**src/rtl/decode_issue.sv**
```systemverilog
// Decode/issue stage: RV32I field/immediate extraction, regf read strobe, 32-entry pending-write scoreboard.
// Latency: 1 cycle from accept to out_valid, aligned with the regf read data.
// Backpressure: holds outputs while out_valid && !out_ready; stalls intake on RAW/WAW hazards or flush.
module decode_issue #(
  parameter int XLEN = 32,
  parameter int NREG = 32
) (
  input  logic            clk,
  input  logic            rstn,
  input  logic            in_valid,
  output logic            in_ready,
  input  logic [XLEN-1:0] in_pc,
  input  logic [31:0]     in_instr,
  output logic [4:0]      rs1,
  output logic [4:0]      rs2,
  output logic            r_enabled,
  output logic            out_valid,
  input  logic            out_ready,
  output logic [XLEN-1:0] out_pc,
  output logic [4:0]      out_rd,
  output logic [6:0]      out_opcode,
  output logic [2:0]      out_funct3,
  output logic [6:0]      out_funct7,
  output logic [XLEN-1:0] out_imm,
  output logic            out_writes_rd,
  output logic            out_illegal,
  input  logic            wb_valid,
  input  logic [4:0]      wb_addr,
  input  logic            flush
);

  localparam logic [6:0] OP_LUI    = 7'b0110111;
  localparam logic [6:0] OP_AUIPC  = 7'b0010111;
  localparam logic [6:0] OP_JAL    = 7'b1101111;
  localparam logic [6:0] OP_JALR   = 7'b1100111;
  localparam logic [6:0] OP_BRANCH = 7'b1100011;
  localparam logic [6:0] OP_LOAD   = 7'b0000011;
  localparam logic [6:0] OP_STORE  = 7'b0100011;
  localparam logic [6:0] OP_IMM    = 7'b0010011;
  localparam logic [6:0] OP_OP     = 7'b0110011;
  localparam logic [6:0] OP_FENCE  = 7'b0001111;
  localparam logic [6:0] OP_SYSTEM = 7'b1110011;

  logic [NREG-1:0] sb;
  logic [NREG-1:0] sb_next;
  logic [6:0]      opcode;
  logic [4:0]      rd;
  logic [31:0]     imm;
  logic            rd_class;
  logic            illegal;
  logic            uses_rs1;
  logic            uses_rs2;
  logic            writes_rd;
  logic            hazard;
  logic            fire;

  assign opcode = in_instr[6:0];
  assign rd     = in_instr[11:7];
  assign rs1    = in_instr[19:15];
  assign rs2    = in_instr[24:20];

  // A register is busy unless its writeback lands this very cycle (regf forwards it).
  function automatic logic busy(input logic [NREG-1:0] bits, input logic [4:0] a,
                                input logic wv, input logic [4:0] wa);
    return bits[a] && !(wv && (wa == a));
  endfunction

  // Opcode classification and immediate selection.
  always_comb begin
    imm      = 32'h0;
    rd_class = 1'b0;
    illegal  = 1'b0;
    case (opcode)
      OP_LUI, OP_AUIPC: begin
        imm      = {in_instr[31:12], 12'h000};
        rd_class = 1'b1;
      end
      OP_JAL: begin
        imm      = {{12{in_instr[31]}}, in_instr[19:12], in_instr[20], in_instr[30:21], 1'b0};
        rd_class = 1'b1;
      end
      OP_JALR, OP_LOAD, OP_IMM: begin
        imm      = {{20{in_instr[31]}}, in_instr[31:20]};
        rd_class = 1'b1;
      end
      OP_STORE:  imm = {{20{in_instr[31]}}, in_instr[31:25], in_instr[11:7]};
      OP_BRANCH: imm = {{20{in_instr[31]}}, in_instr[7], in_instr[30:25], in_instr[11:8], 1'b0};
      OP_OP:     rd_class = 1'b1;
      OP_FENCE, OP_SYSTEM: rd_class = 1'b0;
      default:   illegal = 1'b1;
    endcase
  end

  assign uses_rs1  = !((opcode == OP_LUI) || (opcode == OP_AUIPC) || (opcode == OP_JAL));
  assign uses_rs2  = (opcode == OP_BRANCH) || (opcode == OP_STORE) || (opcode == OP_OP);
  assign writes_rd = rd_class && (rd != 5'd0);

  // RAW on either used source, WAW on the destination.
  always_comb begin
    hazard = 1'b0;
    if (uses_rs1 && (rs1 != 5'd0) && busy(sb, rs1, wb_valid, wb_addr)) hazard = 1'b1;
    if (uses_rs2 && (rs2 != 5'd0) && busy(sb, rs2, wb_valid, wb_addr)) hazard = 1'b1;
    if (writes_rd && busy(sb, rd, wb_valid, wb_addr))                  hazard = 1'b1;
  end

  assign in_ready  = rstn && !flush && !(out_valid && !out_ready) && !hazard;
  assign fire      = in_valid && in_ready;
  assign r_enabled = fire;

  // Scoreboard update: clears first, so a same-cycle set on the same address wins.
  always_comb begin
    sb_next = sb;
    if (wb_valid) sb_next[wb_addr] = 1'b0;
    if (flush && out_valid && out_writes_rd && !out_ready) sb_next[out_rd] = 1'b0;
    if (fire && writes_rd) sb_next[rd] = 1'b1;
    sb_next[0] = 1'b0;
  end

  // Scoreboard register.
  always_ff @(posedge clk) begin
    if (!rstn) sb <= '0;
    else       sb <= sb_next;
  end

  // Output register: load on accept, drain on consume or flush, otherwise hold.
  always_ff @(posedge clk) begin
    if (!rstn) begin
      out_valid     <= 1'b0;
      out_pc        <= '0;
      out_rd        <= '0;
      out_opcode    <= '0;
      out_funct3    <= '0;
      out_funct7    <= '0;
      out_imm       <= '0;
      out_writes_rd <= 1'b0;
      out_illegal   <= 1'b0;
    end else if (fire) begin
      out_valid     <= 1'b1;
      out_pc        <= in_pc;
      out_rd        <= rd;
      out_opcode    <= opcode;
      out_funct3    <= in_instr[14:12];
      out_funct7    <= in_instr[31:25];
      out_imm       <= imm;
      out_writes_rd <= writes_rd;
      out_illegal   <= illegal;
    end else if (flush || out_ready) begin
      out_valid     <= 1'b0;
    end
  end

endmodule

```
**config.mk**
```make
export PLATFORM = sky130hd
export DESIGN_NAME = decode_issue
export DESIGN_NICKNAME = d
export VERILOG_FILES = /design/src/rtl/decode_issue.sv
export SDC_FILE = /design/constraint.sdc
export NUM_CORES = 1
export LEC_CHECK = 0
export CORE_ASPECT_RATIO = 1.5
export CORE_MARGIN = 2
export CORE_UTILIZATION = 45
export CTS_CLUSTER_SIZE = 30
export DETAILED_ROUTE_END_ITERATION = 8
export GPL_ROUTABILITY_DRIVEN = 0
export PLACE_DENSITY_LB_ADDON = 0.1
export REMOVE_ABC_BUFFERS = 1
export SYNTH_ARGS = -nofsm -noshare
export SYNTH_HDL_FRONTEND = slang
export SYNTH_SLANG_ARGS = --single-unit
```
**constraint.sdc**
```tcl
create_clock -name clk -period 2.5 [get_ports clk]
set_input_delay 0.25 -clock clk [delete_from_list [all_inputs] [get_ports clk]]
set_output_delay 0.25 -clock clk [all_outputs]
set_load 0.02 [all_outputs]
```
==> impl_results.md, run 1 <==
* Status: finished, violations left
* Failing checks: setup timing
* Final Critical Period at 2.53 ns
* Final hold violations at 0
* YS warnings at 0
* Post-synthesis instance total at 747
* Worst-margin pin slew at 0.900 ns
* Die Area at 0.0161 mm²
* First-pass GRT wire length at 37000 µm
* Largest net degree at the start of global routing at 79
* Crit end category: primary output
* # hold bufs at CTS at 0
* Vias in the first global route at 6948
* Area of the core region at 0.0149 mm²
* Layout cells sized above 1 at 23.4%
* Main flop type after synthesis: dfxtp_1
* Total CTS buffers at 17
* Worst setup margin at -0.0285 ns
* Yosys reg bits at 120
* Routed length per placed instance at 20.4 µm
* Top Ports at 176
* GRT Overall Usage at 28.9%
* Crit path launch type: flop
* Tcrit/Tclk final at 101%
* Initial antenna violation count at 0
* Longest Clk Path Bufs at 2
* Clk Latency, worst-skew pair at 0.42 ns
* PortBufs at 175
* Fmax at 395 MHz
* P&R area growth vs syn at 52.6%
* Post-route cell area at 0.0104 mm²
* Worst clock skew at 0.00859 ns
* Required time worst endpoint at 2.25 ns
* Library cells used by synthesis at 58
* Via count at 6926
* Hpwl dp at 16700 µm
* Crit path arrival time at 2.28 ns
* Remaining Overflow, GRT at 0
* Total power at 5.45 mW
* CTS Sinks at 120
* Min-Delay Path Class: primary input to flop
* CTS HTree Levels at 4
* Setup TNS at -0.0368 ns
* Mapped cell area at 0.00679 mm²
* Seq/Total Area, Yosys at 35.4%
* Max_cap viols at 0
* EDFF count, synth at 0
* Setup violators final at 2
* Antenna cell count at 0
* CTS root buffer: clkbuf_16
* 1st-iter DRT viols at 546
* Layout Nets at 1055
* CTS tree: yes
* First-pass DRT Iterations at 8
* Final WL at 24300 µm
* Pins over their slew limit at 0
* CP Cell Sequence: mux4_2 -> mux2i_1 -> o221ai_1 -> nand4_1 -> nand3_2 -> or2_4 -> inv_2 -> buf_6
* Dpl cell area at 0.00920 mm²
* Hold_ws at 0.362 ns
* PD cells at 526 mW/mm²
* Rel. slew slack at 39.8%
* Initial core utilization at 45.5%
* Slowest cell delay on critical path at 0.46 ns
* CP Max Fanout at 4
* Final ANT Viol Nets at 0
* Die Y at 154 µm
* Remaining DRCs at 0
* RSZ-0062 raised after global routing: true
* Die X at 104 µm
* Peak VDD IR at 439 µV
* # rows at 55
* Leakage at 4.84 nW
* Worst-path clk slew at 0.06 ns
* Critical path class: flop to primary output
* Slowest cell on crit path: mux4_2
* Synthesized area per cell at 9.09 µm²
* Synth async-reset ratio at 0%
* Vias per Instance at 5.81
* Final core occ at 69.4%
## power breakdown
group	leakage [nW]	total [mW]	switching [mW]	internal [mW]
clock	0.297	2.56	0.961	1.60
sequential	0.977	1.99	0.0328	1.96
combinational	3.57	0.890	0.458	0.432
total	4.84	5.45	1.45	3.99
## placed cells by master, fill, tap and decap left out, types with 3 or more instances in the layout
cell / count
o21ai_0: 3
dfxtp_1: 112
nand3_1: 15
clkinv_2: 3
o2111ai_1: 31
a22oi_1: 4
nor2_1: 12
nand2_1: 130
or3_1: 5
or3b_2: 3
a21o_1: 6
clkdlybuf4s50_1: 162
dlygate4sd2_1: 9
o41ai_1: 3
buf_12: 5
clkbuf_16: 20
bufinv_16: 3
buf_4: 99
clkinv_4: 4
nor2b_1: 4
xnor2_1: 3
mux2i_1: 104
nor4_1: 5
and3_1: 4
buf_6: 8
inv_1: 60
nand4_1: 3
mux4_2: 12
xor2_1: 12
o211ai_1: 8
o41ai_4: 8
o31ai_2: 7
dfxtp_2: 7
a21oi_1: 20
and3b_1: 4
nor3b_1: 4
o41ai_2: 20
o22ai_1: 6
nand3b_1: 8
nor3_1: 5
## repair_timing
item	4_1_cts	5_1_grt
setup buffers	4	2
gates cloned	2	4
setup endpoints to repair	121	57
gates resized for setup	39	46
pin swaps	5	6
## worst max-delay path, delay by kind of cell, from the launching register on
kind                   cells  cell delay (ns)
flip-flops                 1             0.37
buffers and inverters      2             0.17
multiplexers               2             0.64
AND/OR/NAND/NOR            3             0.54
AO/OA/AOI/OAI              1             0.13
## cells in the mapped netlist (all sizes together), types with 3 or more instances
cell	number	area share [%]
nand3	16	1.3
or3b	6	0.77
and3	4	0.37
o21ai	5	0.53
nand2	131	7.2
xor2	12	1.5
a22oi	5	0.55
nor2	13	0.72
o2111ai	31	4.0
a21oi	21	1.6
nor3	5	0.37
nand4	3	0.28
nand3b	8	0.88
a21o	6	0.66
clkbuf	38	2.1
mux2i	106	16
or3	5	0.46
inv	61	3.4
mux4	12	4.0
and3b	4	0.52
nor4	7	0.65
buf	40	4.7
nor2b	4	0.37
dfxtp	120	35
o41ai	31	4.9
o211ai	8	0.88
o31ai	8	1.5
nor3b	4	0.44
o22ai	6	0.55
xnor2	3	0.39
## final timing paths
check,start,slack (ns),end,depth (start not counted)
min,in_instr[10],0.36,out_rd[3],3
max reg2reg,sb[15],-0.01,sb[20],9
min reg2reg,out_pc[25],0.45,out_pc[25],2
max,sb[15],-0.03,r_enabled,8
## stage by stage
stage          worst slack, ns  instances
4_1_cts                -0.0123       1187
5_1_grt                 -0.116       1192
3_5_place_dp            -0.663       1149
2_1_floorplan            -3.38        669
6_report               -0.0285       1192
3_3_place_gp            -0.640       1149
## area by class of cell
cell class / count / area [µm²]
clock inverter: 14 / 173
sequential: 120 / 2410
multi-input combinational: 487 / 4000
clock buffer: 18 / 439
inverter: 62 / 233
timing repair buffer: 292 / 2850
fill: 1162 / 4580
tap: 199 / 249
## cells by family (layout without fill, tap and decap cells)
logic type,after synthesis,after routing,synth area share [%]
buf+inv,140,386,10.3
flops,120,120,35.4
compound gates,135,135,17.4
xor+xnor,15,15,1.94
simple gates,217,217,15.1
mux,120,120,19.9
## sequential cells by signal (all words and copies together), names as in the netlist
name,flops
out_funct7,7
out_imm,32
out_illegal,1
sb,31
out_opcode,7
out_funct3,3
out_valid,1
out_rd,5
out_writes_rd,1
out_pc,32
## per-layer routing
metal	track usage, %	routed length, µm	vias up
li1	-	-	3147
met1	32.1	9200	3284
met2	49.7	11900	378
met3	7.50	1780	117
met4	16.4	1450	0
met5	0	0	-
Power figures use the tool's default switching activity.
==> run 2, diff against run 1 <==
--- a/config.mk
+++ b/config.mk
@@ -11,6 +11,7 @@
 export CTS_CLUSTER_SIZE = 30
 export DETAILED_ROUTE_END_ITERATION = 8
 export GPL_ROUTABILITY_DRIVEN = 0
+export MAX_ROUTING_LAYER = met4
 export PLACE_DENSITY_LB_ADDON = 0.1
 export REMOVE_ABC_BUFFERS = 1
 export SYNTH_ARGS = -nofsm -noshare
==> impl_results.md, run 2 (synthesis gave the netlist of run 1 again) <==
* Fmax at 396 MHz (+0.16%)
* Routed length per placed instance at 20.4 µm (-0.18%)
* RSZ-0062 raised after global routing: true
* CTS Sinks at 120 (unchanged)
* Rel. slew slack at 39.7% (-0.13 points)
* CTS tree: yes
* Via count at 6959 (+0.48%)
* P&R area growth vs syn at 52.1%
* Crit path arrival time at 2.27 ns (about the same)
* PD cells at 527 mW/mm² (+0.26%)
* Failing checks: setup timing
* Biggest regs: out_imm (32), out_pc (32), sb (31)
* # rows at 55 (unchanged)
* Top Ports at 176 (unchanged)
* Worst setup margin at -0.0246 ns (+0.00397 ns)
* Clk Latency, worst-skew pair at 0.42 ns (about the same)
* Layout cells sized above 1 at 23.3% (-0.10 points)
* Vias per Instance at 5.84 (+0.48%)
* Final Critical Period at 2.52 ns (-0.00397 ns)
* Total power at 5.44 mW (about the same)
* Worst-margin pin slew at 0.902 ns (+0.00194 ns)
* Initial antenna violation count at 0 (unchanged)
* Setup violators final at 1 (-1)
* # hold bufs at CTS at 0 (unchanged)
* Final hold violations at 0 (unchanged)
* Most frequent cells in the layout: clkdlybuf4s50_1, nand2_1, dfxtp_1
* Largest net degree at the start of global routing at 79 (unchanged)
* Remaining Overflow, GRT at 0 (unchanged)
* Status: finished, violations left
* Worst-path clk slew at 0.06 ns (about the same)
* GRT Overall Usage at 29.8% (+0.97 points)
* 1st-iter DRT viols at 465 (-15%)
* Pins over their slew limit at 0 (unchanged)
* Critical path class: flop to primary output
* Tcrit/Tclk final at 101% (-0.16 points)
* CP Max Fanout at 4 (unchanged)
* PortBufs at 175 (unchanged)
* Max_cap viols at 0 (unchanged)
* Layout Nets at 1055 (unchanged)
* Final core occ at 69.2% (-0.20 points)
* Remaining DRCs at 0 (unchanged)
* First-pass GRT wire length at 37200 µm (+0.43%)
* Crit path launch type: flop
* CTS root buffer: clkbuf_16
* Most common cell after layout, fill and taps aside: clkdlybuf4s50_1
* First-pass DRT Iterations at 6 (-2)
* CTS HTree Levels at 4 (unchanged)
* Peak VDD IR at 439 µV (about the same)
* Total CTS buffers at 17 (unchanged)
* R2r setup slk at 0 ns (about the same)
* Longest Clk Path Bufs at 2 (unchanged)
* Area of the core region at 0.0149 mm² (unchanged)
* Crit end category: primary output
* Initial core utilization at 45.5% (unchanged)
* Hpwl dp at 16700 µm (unchanged)
* Worst clock skew at 0.0101 ns (+0.00146 ns)
* Die Area at 0.0161 mm² (unchanged)
* Die X at 104 µm (unchanged)
* Antenna cell count at 0 (unchanged)
* Min-Delay Path Class: primary input to flop
* Leakage at 4.78 nW (-1.2%)
* Final ANT Viol Nets at 0 (unchanged)
* Required time worst endpoint at 2.25 ns (about the same)
* Final WL at 24300 µm (-0.18%)
* Vias in the first global route at 6928 (-0.29%)
* Die Y at 154 µm (unchanged)
## run 2: cell types whose count changed in the layout (fill, tap and decap cells not counted)
cell | previous run | this run
o41ai_4 | 8 | 6
o41ai_1 | 3 | 4
o41ai_2 | 20 | 21
## run 2: worst paths after layout
kind | from | to | cells past startpoint
hold / removal | in_instr[11] | out_rd[4] | 3
hold reg to reg | out_pc[25] | out_pc[25] | 2
setup reg to reg | sb[15] | sb[21] | 9
setup / recovery | sb[15] | r_enabled | 8
## run 2: cell type report
| class | count | area (µm²) |
|---|---|---|
| Clock buffer | 18 | 439 |
| Clock inverter | 14 | 173 |
| Fill cell | 1166 | 4610 |
| Inverter | 62 | 233 |
| Multi-Input combinational cell | 487 | 3970 |
| Sequential cell | 120 | 2410 |
| Tap cell | 199 | 249 |
| Timing Repair Buffer | 292 | 2850 |
## run 2: worst max-delay path, stage by stage (launching register included)
cell and delay [ns]:
dfxtp_4 0.37, mux4_2 0.46, mux2i_1 0.17, o221ai_1 0.13
nand4_1 0.16, nand3_2 0.09, or2_4 0.29, inv_2 0.06
buf_6 0.11
## run 2: per-layer routing
metal / up-vias / track usage (%) / wire (µm)
met2: 402 / 49.6 / 12000
met5: - / - / 0
met1: 3295 / 33.2 / 9240
met3: 115 / 6.36 / 1710
met4: 0 / 16.6 / 1290
li1: 3147 / - / -
## run 2: per-stage QoR
step | instances | setup WS (ns) | TNS [ns] | cell area [µm²] | hold WS, ns
6_report | 1192 | -0.0246 | -0.0246 | 10300 | 0.338
5_1_grt | 1192 | -0.106 | -0.337 | 10300 | 0.356
4_1_cts | 1187 | -0.0123 | -0.0134 | 9980 | 0.317
3_5_place_dp | 1149 | -0.663 | -63.31 | 9200 | 0.454
3_3_place_gp | 1149 | -0.640 | -57.60 | 9200 | 0.444
2_1_floorplan | 669 | -3.38 | -351.26 | 6320 | 0.382
## run 2: where the power goes
part           internal [mW]  switching (mW)  total, mW
clock                   1.60           0.961       2.56
combinational          0.432           0.457      0.889
sequential              1.96          0.0329       2.00
total                   3.99            1.45       5.44
## run 2: repair_timing
| action | 4_1_cts | 5_1_grt |
|---|---|---|
| cloned | 2 | 4 |
| gates resized for setup | 39 | 43 |
| pin swaps | 5 | 6 |
| endpoints found under the setup margin | 121 | 57 |
| setup buffers | 4 | 2 |
==> run 3, diff against run 2 <==
--- a/config.mk
+++ b/config.mk
@@ -10,7 +10,7 @@
 export CORE_UTILIZATION = 45
 export CTS_CLUSTER_SIZE = 30
 export DETAILED_ROUTE_END_ITERATION = 8
-export GPL_ROUTABILITY_DRIVEN = 0
+export HOLD_SLACK_MARGIN = 0.12
 export MAX_ROUTING_LAYER = met4
 export PLACE_DENSITY_LB_ADDON = 0.1
 export REMOVE_ABC_BUFFERS = 1
==> impl_results.md, run 3 (synthesis gave the netlist of run 1 again) <==
* Status: finished, violations left
* Failing checks: setup timing
* Setup violators final at 1 (unchanged)
* Layout Nets at 1075 (+1.9%)
* Part of the power in registers at 36.2% (-0.4 points)
* # rows at 55 (unchanged)
* Min-Delay Path Class: primary input to flop
* First-pass DRT Iterations at 4 (-2)
* Via count at 7126 (+2.4%)
* Final core occ at 70.2% (+1.0 points)
* Met1 usage at 35.4% (+2.2 points)
* RSZ-0062 raised after global routing: true
* Initial antenna violation count at 0 (unchanged)
* Total power at 5.51 mW (+1.3%)
* PortBufs at 175 (unchanged)
* CTS HTree Levels at 4 (unchanged)
* Die Y at 154 µm (unchanged)
* Worst reg2reg path depth at 10 (+1)
* Clk Latency, worst-skew pair at 0.42 ns (about the same)
* Vias in the first global route at 7321 (+5.7%)
* Worst clock skew at 0.0138 ns (+0.00371 ns)
* Net Switching at 1.51 mW (+3.9%)
* Tcrit/Tclk final at 100% (-0.83 points)
* CP Cell Sequence: clkdlybuf4s15_2 -> bufbuf_16 -> buf_4 -> xor2_1 -> nor4_2 -> a311oi_1 -> nand4_1 -> nand3_2 -> or2_4 -> inv_2 -> buf_6
* GR Layer Usage met3 at 6.24% (-0.13 points)
* FF-to-FF Start: sb[19]
* Longest Clk Path Bufs at 2 (unchanged)
* R2R Path End: out_imm[21]
* Fmax at 399 MHz (+0.83%)
* Area of the core region at 0.0149 mm² (unchanged)
* P&R area growth vs syn at 54.4%
* Setup crit end: r_enabled
* Remaining Overflow, GRT at 0 (unchanged)
* Pins over their slew limit at 0 (unchanged)
* Crit. Startpoint: in_instr[15]
* CTS tree: yes
* First-pass GRT wire length at 40800 µm (+9.7%)
* Crit path launch type: primary input
* Crit path arrival time at 2.25 ns (-0.02 ns)
* Gp weighted congestion at 0.993
* Largest net degree at the start of global routing at 134 (+70%)
* Layout cells sized above 1 at 24.6% (+1.3 points)
* Switching share of power at 27.3% (+0.68 points)
* Vias per Instance at 5.88 (+0.79%)
* Clock share of power at 47.0% (about the same)
* Worst-margin pin slew at 0.763 ns (-0.139 ns)
* CTS root buffer: clkbuf_16
* R2r setup slk at 0.03 ns (+0.03 ns)
* Die Area at 0.0161 mm² (unchanged)
* Slowest cell delay on critical path at 0.33 ns (-0.13 ns)
* Setup TNS at -0.00372 ns (+0.0208 ns)
* Max_cap viols at 0 (unchanged)
* Peak VDD IR at 367 µV (-16%)
* Crit end category: primary output
* Slowest cell on crit path: nor4_2
* Most frequent cells in the layout: clkdlybuf4s50_1, nand2_1, buf_4
* GRT Overall Usage at 33.8% (+3.9 points)
* CTS Sinks at 120 (unchanged)
* Hold_ws at 0.322 ns (-0.0161 ns)
* Final Critical Period at 2.50 ns (-0.0208 ns)
* Rel. slew slack at 49.0% (+9.3 points)
* Remaining DRCs at 0 (unchanged)
* Total CTS buffers at 17 (unchanged)
* Required time worst endpoint at 2.25 ns (about the same)
* Initial core utilization at 45.5% (unchanged)
* Biggest regs: out_imm (32), out_pc (32), sb (31)
* Antenna cell count at 0 (unchanged)
* Final WL at 26900 µm (+11%)
* Dpl ws at -0.682 ns (-0.0191 ns)
* Leakage at 4.77 nW (-0.30%)
* Final hold violations at 0 (unchanged)
* Combinational Power Share at 16.8% (+0.5 points)
* Worst-path clk slew at 0.06 ns (about the same)
* CP Max Fanout at 5 (+1)
* Internal power at 4.01 mW (+0.36%)
* Most used routing layer: met2
* Routed length per placed instance at 22.2 µm (+9.2%)
* Die X at 104 µm (unchanged)
* Hpwl dp at 18600 µm (+11%)
* 1st-iter DRT viols at 422 (-9.2%)
* Global-route met2 utilization at 58.4% (+8.8 points)
* Top Ports at 176 (unchanged)
* Critical path class: primary input to primary output
* Final ANT Viol Nets at 0 (unchanged)
* Worst setup margin at -0.00372 ns (+0.0208 ns)
* Most common cell after layout, fill and taps aside: clkdlybuf4s50_1
* PD cells at 526 mW/mm² (-0.19%)
[run 3: worst min-delay path by stage]
stage,start,to,slack [ns],cells after the start
finish,in_instr[10],out_rd[3],0.32,3
global route,in_instr[10],out_rd[3],0.33,3
CTS,in_instr[10],out_rd[3],0.30,3
detailed placement,out_pc[0],out_pc[0],0.45,2
global placement,out_pc[25],out_pc[25],0.44,2
floorplan,in_instr[12],out_funct3[0],0.38,2
[run 3: worst max-delay path: cells and delay by family]
kind            cells  cell delay (ns)
buf+inv             5             0.85
compound gates      1             0.14
xor+xnor            1             0.15
simple gates        4             0.88
[run 3: layout make-up]
cell class,count,area (µm²)
fillers,1169,4450
multi-input cells,487,3890
repair buffers,312,3080
flip-flops and latches,120,2410
clock buffers,17,425
well taps,199,249
inverters,62,233
clock inverters,14,186
[run 3: repair_timing]
action                     in CTS  in global routing
hold buffers                    0                  0
cloned                          6                  3
setup endpoints to repair     105                 28
pin swaps                      10                  3
resized for setup              63                 15
buffers inserted                3                  5
[run 3: through the flow]
| step | std cells | instance area, µm² |
|---|---|---|
| 6_report | 1211 | 10500 |
| 5_1_grt | 1211 | 10500 |
| 2_1_floorplan | 669 | 6320 |
| 4_1_cts | 1203 | 10300 |
| 3_5_place_dp | 1163 | 9330 |
| 3_3_place_gp | 1163 | 9330 |
[run 3: power by group through the flow]
| stage | Combinational [mW] | Sequential, mW | Clock, mW |
|---|---|---|---|
| finish | 0.929 | 2.00 | 2.59 |
| global route | 0.975 | 2.00 | 2.71 |
| CTS | 0.894 | 2.00 | 2.62 |
| detailed placement | 0.838 | 2.04 | 0 |
| global placement | 0.823 | 2.04 | 0 |
| floorplan | 0.249 | 2.09 | 0 |
[run 3: layer usage]
layer,vias up,routed length (µm)
met3,123,1460
met5,-,0
li1,3182,-
met1,3440,10000
met2,381,13700
met4,0,1780
